<file path="src/rtl/gameport_pkg.sv">
// Paddle timer constants and the shared load-value clamp.
// Also used by keyboard-paddle emulation.
package gameport_pkg;

  localparam int CENTER_DEF    = 2800;
  localparam int GAIN_DEF      = 22;
  localparam int CLAMP_HI_DEF  = 5590;
  localparam int MAX_COUNT_DEF = 5650;

  function automatic int clamp_load(
    input int v,
    input int hi,
    input int full
  );
    if (v < 0) begin
      return 0;
    end else if (v >= hi) begin
      return full;
    end else begin
      return v;
    end
  endfunction

endpackage

</file>
<file path="src/rtl/gameport_paddles_if.sv">
// Joystick-side bus into the paddle timers.
// The MiSTer input side drives it; the paddle block receives it.
interface gameport_paddles_if #(
  parameter int NUM_CH   = 4,
  parameter int AN_WIDTH = 8
);

  logic [NUM_CH*AN_WIDTH-1:0] ANALOG;
  logic [NUM_CH-1:0]          DIG_MODE;
  logic [NUM_CH-1:0]          DIG_LO;
  logic [NUM_CH-1:0]          DIG_HI;

  modport master (
    output ANALOG,
    output DIG_MODE,
    output DIG_LO,
    output DIG_HI
  );

  modport slave (
    input ANALOG,
    input DIG_MODE,
    input DIG_LO,
    input DIG_HI
  );

endinterface

</file>
<file path="src/rtl/paddle_channel.sv">
// One 558-style one-shot: load mux, clamp and down-counter.
// Counts only on the shared CLK_2M tick.
module paddle_channel
  import gameport_pkg::*;
#(
  parameter int AN_WIDTH  = 8,
  parameter int CNT_WIDTH = 13,
  parameter int CENTER    = CENTER_DEF,
  parameter int GAIN      = GAIN_DEF,
  parameter int CLAMP_HI  = CLAMP_HI_DEF,
  parameter int MAX_COUNT = MAX_COUNT_DEF
) (
  input  logic                CLK_14M,
  input  logic                RESET_N,
  input  logic                tick,
  input  logic                load_en,
  input  logic [AN_WIDTH-1:0] analog,
  input  logic                dig_mode,
  input  logic                dig_lo,
  input  logic                dig_hi,
  output logic                pdl_out,
  output logic                active
);

  logic signed [AN_WIDTH-1:0] an_s;
  logic [CNT_WIDTH-1:0]       cnt;
  logic [CNT_WIDTH-1:0]       load;
  int                         v;

  assign an_s   = analog;
  assign active = (cnt != '0);

  always_comb begin
    v    = CENTER + GAIN * int'(an_s);
    load = CNT_WIDTH'(clamp_load(v, CLAMP_HI, MAX_COUNT));
    if (dig_mode) begin
      unique case (1'b1)
        (dig_lo & ~dig_hi): load = '0;
        (dig_hi & ~dig_lo): load = CNT_WIDTH'(MAX_COUNT);
        default:            load = CNT_WIDTH'(CENTER);
      endcase
    end
  end

  // Output lags the counter by one tick so a load of C gives C high ticks.
  always_ff @(posedge CLK_14M) begin
    if (!RESET_N) begin
      cnt     <= '0;
      pdl_out <= 1'b0;
    end else if (tick) begin
      pdl_out <= active;
      if (load_en) begin
        cnt <= load;
      end else if (active) begin
        cnt <= cnt - CNT_WIDTH'(1);
      end
    end
  end

endmodule

</file>
<file path="src/rtl/gameport_paddles.sv">
// Apple II game-port paddle timers: tick detect, strobe capture
// and NUM_CH independent one-shot channels.
module gameport_paddles
  import gameport_pkg::*;
#(
  parameter int NUM_CH    = 4,
  parameter int AN_WIDTH  = 8,
  parameter int CNT_WIDTH = 13,
  parameter int CENTER    = CENTER_DEF,
  parameter int GAIN      = GAIN_DEF,
  parameter int CLAMP_HI  = CLAMP_HI_DEF,
  parameter int MAX_COUNT = MAX_COUNT_DEF
) (
  input  logic              CLK_14M,
  input  logic              RESET_N,
  input  logic              CLK_2M,
  input  logic              PDL_STROBE,
  gameport_paddles_if.slave joy,
  output logic [NUM_CH-1:0] PDL_OUT,
  output logic              BUSY
);

  logic              clk2m_d;
  logic              strobe_pend;
  logic              tick;
  logic              load_en;
  logic [NUM_CH-1:0] active;

  assign tick    = CLK_2M & ~clk2m_d;
  assign load_en = tick & (strobe_pend | PDL_STROBE);
  assign BUSY    = |active;

  // A strobe seen on the tick cycle itself is consumed there.
  always_ff @(posedge CLK_14M) begin
    if (!RESET_N) begin
      clk2m_d     <= 1'b0;
      strobe_pend <= 1'b0;
    end else begin
      clk2m_d <= CLK_2M;
      if (tick) begin
        strobe_pend <= 1'b0;
      end else if (PDL_STROBE) begin
        strobe_pend <= 1'b1;
      end
    end
  end

  for (genvar i = 0; i < NUM_CH; i++) begin : g_ch
    paddle_channel #(
      .AN_WIDTH (AN_WIDTH),
      .CNT_WIDTH(CNT_WIDTH),
      .CENTER   (CENTER),
      .GAIN     (GAIN),
      .CLAMP_HI (CLAMP_HI),
      .MAX_COUNT(MAX_COUNT)
    ) u_ch (
      .CLK_14M (CLK_14M),
      .RESET_N (RESET_N),
      .tick    (tick),
      .load_en (load_en),
      .analog  (joy.ANALOG[i*AN_WIDTH +: AN_WIDTH]),
      .dig_mode(joy.DIG_MODE[i]),
      .dig_lo  (joy.DIG_LO[i]),
      .dig_hi  (joy.DIG_HI[i]),
      .pdl_out (PDL_OUT[i]),
      .active  (active[i])
    );
  end

endmodule

</file>
<file path="src/flat_wrapper.sv">
// flat-port wrapper written by rule: the top's interface ports become plain ports
module gameport_paddles_flat import gameport_pkg::*;
#(
  parameter int NUM_CH    = 4,
  parameter int AN_WIDTH  = 8,
  parameter int CNT_WIDTH = 13,
  parameter int CENTER    = CENTER_DEF,
  parameter int GAIN      = GAIN_DEF,
  parameter int CLAMP_HI  = CLAMP_HI_DEF,
  parameter int MAX_COUNT = MAX_COUNT_DEF
)
  (CLK_14M, RESET_N, CLK_2M, PDL_STROBE, PDL_OUT, BUSY, joy_ANALOG, joy_DIG_MODE, joy_DIG_LO, joy_DIG_HI);
  gameport_paddles_if #(.NUM_CH(NUM_CH), .AN_WIDTH(AN_WIDTH)) joy_i ();
  input  logic CLK_14M;
  input  logic RESET_N;
  input  logic CLK_2M;
  input  logic PDL_STROBE;
  output logic [NUM_CH-1:0] PDL_OUT;
  output logic BUSY;
  input wire logic [$bits(joy_i.ANALOG)-1:0] joy_ANALOG;
  input wire logic [$bits(joy_i.DIG_MODE)-1:0] joy_DIG_MODE;
  input wire logic [$bits(joy_i.DIG_LO)-1:0] joy_DIG_LO;
  input wire logic [$bits(joy_i.DIG_HI)-1:0] joy_DIG_HI;
  assign joy_i.ANALOG = joy_ANALOG;
  assign joy_i.DIG_MODE = joy_DIG_MODE;
  assign joy_i.DIG_LO = joy_DIG_LO;
  assign joy_i.DIG_HI = joy_DIG_HI;
  gameport_paddles #(.NUM_CH(NUM_CH), .AN_WIDTH(AN_WIDTH), .CNT_WIDTH(CNT_WIDTH), .CENTER(CENTER), .GAIN(GAIN), .CLAMP_HI(CLAMP_HI), .MAX_COUNT(MAX_COUNT)) u_core (.CLK_14M(CLK_14M), .RESET_N(RESET_N), .CLK_2M(CLK_2M), .PDL_STROBE(PDL_STROBE), .joy(joy_i), .PDL_OUT(PDL_OUT), .BUSY(BUSY));
endmodule
</file>
<file path="config.mk">
export PLATFORM = sky130hd
export DESIGN_NAME = gameport_paddles_flat
export DESIGN_NICKNAME = d
export VERILOG_FILES = /design/src/rtl/gameport_pkg.sv /design/src/rtl/gameport_paddles_if.sv /design/src/rtl/paddle_channel.sv /design/src/rtl/gameport_paddles.sv /design/src/flat_wrapper.sv
export SDC_FILE = /design/constraint.sdc
export NUM_CORES = 1
export LEC_CHECK = 0
export BUFFER_PORTS_ARGS = -buffer_cell sky130_fd_sc_hd__buf_4
export CORE_MARGIN = 10
export CORE_UTILIZATION = 60
export CTS_CLUSTER_DIAMETER = 200
export DETAILED_ROUTE_END_ITERATION = 8
export HOLD_SLACK_MARGIN = 0.08
export PLACE_DENSITY = 0.81
export SYNTH_ARGS = -nofsm -noshare
export SYNTH_HDL_FRONTEND = slang
export SYNTH_HIERARCHICAL = 1
export SYNTH_SLANG_ARGS = --single-unit
</file>
<file path="constraint.sdc">
create_clock -name CLK_14M -period 5.1 [get_ports CLK_14M]
set_input_delay 0.51 -clock CLK_14M [delete_from_list [all_inputs] [get_ports CLK_14M]]
set_output_delay 0.51 -clock CLK_14M [all_outputs]
set_load 0.05 [all_outputs]
</file>
==> out/metrics.cfg <==
[run_status]
status = finished, final reports clean

[detailed_routing]
viasPerCell = 6.23
wl_per_cell_um = 15.2
vias = 8725
met2_wirelength_um = 10400
wl_met3_um = 891
met1_length_um = 9780
drtAntennaViolNets = 0
wl_um = 21300
dr.max_layer_used = met4
route.detailed.drc = 0
drt_iter0_drc = 714
drt-pass1-iter-count = 6

[placement]
dp_cells = 1385
gp_congestion = 0.888
hpwl_um = 16200
portBuffers = 52

[worst_setup_path]
path_class = in -> reg
critPathMaxFanout = 10
cpPeakStageDelay_ns = 0.66
worstPathRequired_ns = 5.34
crit_slowest_cell = o31ai_2
crit_path_end_kind = flop
worstPathArrival_ns = 4.38
cp-start-kind = input pin
worstPathCellList = buf_4, ha_1, inv_1, fa_1, inv_1, ha_1, nand3_1, o211a_1, xnor2_2, o31ai_1, a21oi_1, nor2_1, o31ai_2, o311ai_0, a41oi_1

[layout]
seq_area_sq_um = 1160
multi_input_comb_area_sq_um = 7150
final_cells = 1401
drive_gt1_share_pct = 11.8
diodes = 0
num-fill-cells = 1278
areaGrowthSynthToFinish_pct = 8.68
nets = 1376

[yosys]
synthSimpleGateAreaFrac_pct = 21.9
ys_warn_count = 6
syn_avg_cell_area_sq_um = 7.58
synth_area_sq_um = 8960
muxShareOfSynthArea_pct = 1.73
syn-num-nets = 1347
yosysSeqAreaShare_pct = 13.0
yosys.cell_types.count = 86
ys.flop_type = dfxtp_1
synth_compound_area_share_pct = 29.9
async_reset_ff_share_pct = 0
ys_ff_latch = 58
synth_cells = 1183
synthAdderAreaFrac_pct = 17.9
yosys.area.top_type = ha_1
yosysTopAreaCellShare_pct = 13.4
yosys-top-cells-area = ha_1 13%, dfxtp_1 13%, a21oi_1 5.2%
synth_top_family_by_area = compound AO/OA/AOI/OAI gates
synth_edf_count = 0
synth_xor_area_share_pct = 8.28

[floorplanning]
start_util_pct = 61.4
die_area_sq_um = 20200
boundaryPins = 53
die_w_um = 142
die_h_um = 142
rows = 44
core_area_sq_um = 14600

[clock_network]
insertion_delay_ns = 0.33
htreeDepth = 3
postCtsSetupRepairBufs = 0
cts_made_buffers = 9
cts_tree = built
ctsLongestPathBuffers = 2
clk_pin_slew_ns = 0.05
cts_resized = 0
cts_root_buf = clkbuf_16
hold_buffers = 0
clock_sink_count = 58

[pwr]
p_sw_share_pct = 48.6
p_clk_share_pct = 15.2
max-vdd-ir-drop_uv = 230
p_int_uw = 2070
pwr-share-comb_pct = 67.9
seq_power_share_pct = 16.9
p_per_area_nw_per_um2 = 414
p_sw_uw = 1960
p_leak_uw = 0.00432

[min_path]
min_path_type = in -> reg

[global_routing]
grt_max_degree = 86
grt_pass1_vias = 8279
grt_first_pass_wirelength_um = 36600
globalRouteTotalUtil_pct = 20.6
antenna_found_initial = 0
grt_overflow = 0

[sta]
period_share_pct = 81.2
rsz0062_at_grt = false
finalSetupTns_ns = 0
setup_violations = 0
finalCriticalPeriod_ns = 4.14
drv_slew = 0
max_freq_ghz = 0.242
relSlewSlack_pct = 43.7
tightest_slew_ns = 0.839
hold_viol = 0
fin_skew_ns = 0.00650

[run]
maxCapViolCount = 0

-- cells by family after synthesis --
logic type,Yosys count
AO/OA/AOI/OAI,382
AND/OR/NAND/NOR,374
buffers and inverters,161
adder cells (fa/ha/maj),116
XOR/XNOR,77
flip-flops,58
multiplexers,15
-- critical path, delay by kind of cell --
kind	cells	cell delay, ns
AO/OA/AOI/OAI	6	1.91
XOR/XNOR	1	0.31
adder cells (fa/ha/maj)	3	1.17
buffers and inverters	3	0.22
AND/OR/NAND/NOR	2	0.26
-- area by class of cell --
cell class                      count  share of cell area (%)
Multi-Input combinational cell    964                    73.4
Sequential cell                    58                    11.9
Clock buffer                       14                    2.71
Inverter                          122                    4.70
Clock inverter                      2                   0.360
Timing Repair Buffer               57                    4.52
Tap cell                          184                    2.36
-- layer usage --
metal | track usage [%] | vias to the layer above
met5 | 0 | -
met4 | 6.13 | 0
met3 | 2.80 | 26
met2 | 36.0 | 223
met1 | 25.7 | 4090
li1 | - | 4386
-- power groups by stage --
stage,logic (uW),registers (uW),clock network (uW)
CTS,2710,676,619
detailed placement,2680,685,0
global placement,2630,681,0
finish,2740,681,613
global route,3060,698,638
floorplan,2210,671,0
-- stage by stage --
step / total power [uW] / worst slack (ns) / hold WS, ns / utilization [%] / cell area [sq um]
final: 4030 / 0.961 / 0.409 / 66.8 / 9740
after global routing: 4400 / 0.721 / 0.426 / 66.8 / 9740
after CTS: 4000 / 1.07 / 0.404 / 66.8 / 9740
after detailed placement: 3370 / 0.767 / 0.470 / 64.7 / 9440
after global placement: 3310 / 0.836 / 0.473 / 64.7 / 9440
after floorplan: 2880 / 1.35 / 0.451 / - / 8960
-- cells in the final DEF, fill, tap and decap left out, types with 7 or more instances in the layout --
cell type,netlist,final
buf_4,2,56
a211oi_1,10,10
or3_1,7,7
or4_1,7,7
nand3_1,35,35
o21ai_1,12,12
a31oi_1,16,16
a31o_2,15,15
mux2i_1,11,11
dfxtp_1,58,58
nand2_1,58,58
clkbuf_16,0,9
nor3b_1,7,7
o21a_1,22,21
nand2b_1,22,22
xor2_1,35,35
o211a_1,15,15
ha_1,96,96
nor4_1,11,11
xnor2_1,33,33
nand4_1,19,19
nor2_1,99,99
o311ai_0,9,9
fa_1,20,20
a21oi_1,93,93
nor2b_1,19,18
inv_1,118,118
a21o_1,12,12
and3_1,9,9
nor2_2,7,7
o211ai_1,9,9
nor3_1,44,44
o21ai_0,74,74
-- cell usage after synthesis (5+ instances only) --
master and n:
or4_1 7, a221oi_1 6, a41oi_1 6, a32oi_1 6, fa_1 20, dfxtp_1 58, o21ai_1 12, o2111ai_1 5
o211a_1 15, nor3b_1 7, a41o_1 6, a211oi_2 6, inv_1 118, nand3_1 35, a21o_1 12, nor2_2 7
o21ai_0 74, ha_1 96, o211ai_1 9, o311ai_0 9, nand2b_1 22, and3_1 9, nor4_1 11, xor2_1 35
nor2b_1 19, a21boi_0 6, xnor2_1 33, o21a_1 22, or3_1 7, or2_1 5, clkbuf_1 24, nand4_1 19
xnor2_2 5, nor2_1 99, a31oi_1 16, a21oi_1 93, a211oi_1 10, a31o_2 15, buf_2 7, nor3_1 44
and2_1 5, buf_6 5, nand2_1 58, mux2i_1 11
-- worst paths after layout --
check	startpoint	endpoint	slack (ns)	depth (start not counted)
min	CLK_2M	u_core/clk2m_d	0.41	2
min reg2reg	u_core/g_ch[1].u_ch/cnt[12]	u_core/g_ch[1].u_ch/cnt[12]	0.47	2
max reg2reg	u_core/g_ch[0].u_ch/cnt[1]	u_core/g_ch[0].u_ch/cnt[6]	1.84	11
max	joy_ANALOG[5]	u_core/g_ch[0].u_ch/cnt[9]	0.96	15
-- state kept, by name (all words and copies together), names as in the netlist --
register                  flops
u_core/clk2m_d                1
u_core/strobe_pend            1
u_core/g_ch.u_ch/cnt         52
u_core/g_ch.u_ch/pdl_out      4
No activity file was read; power rests on OpenSTA's default activity.
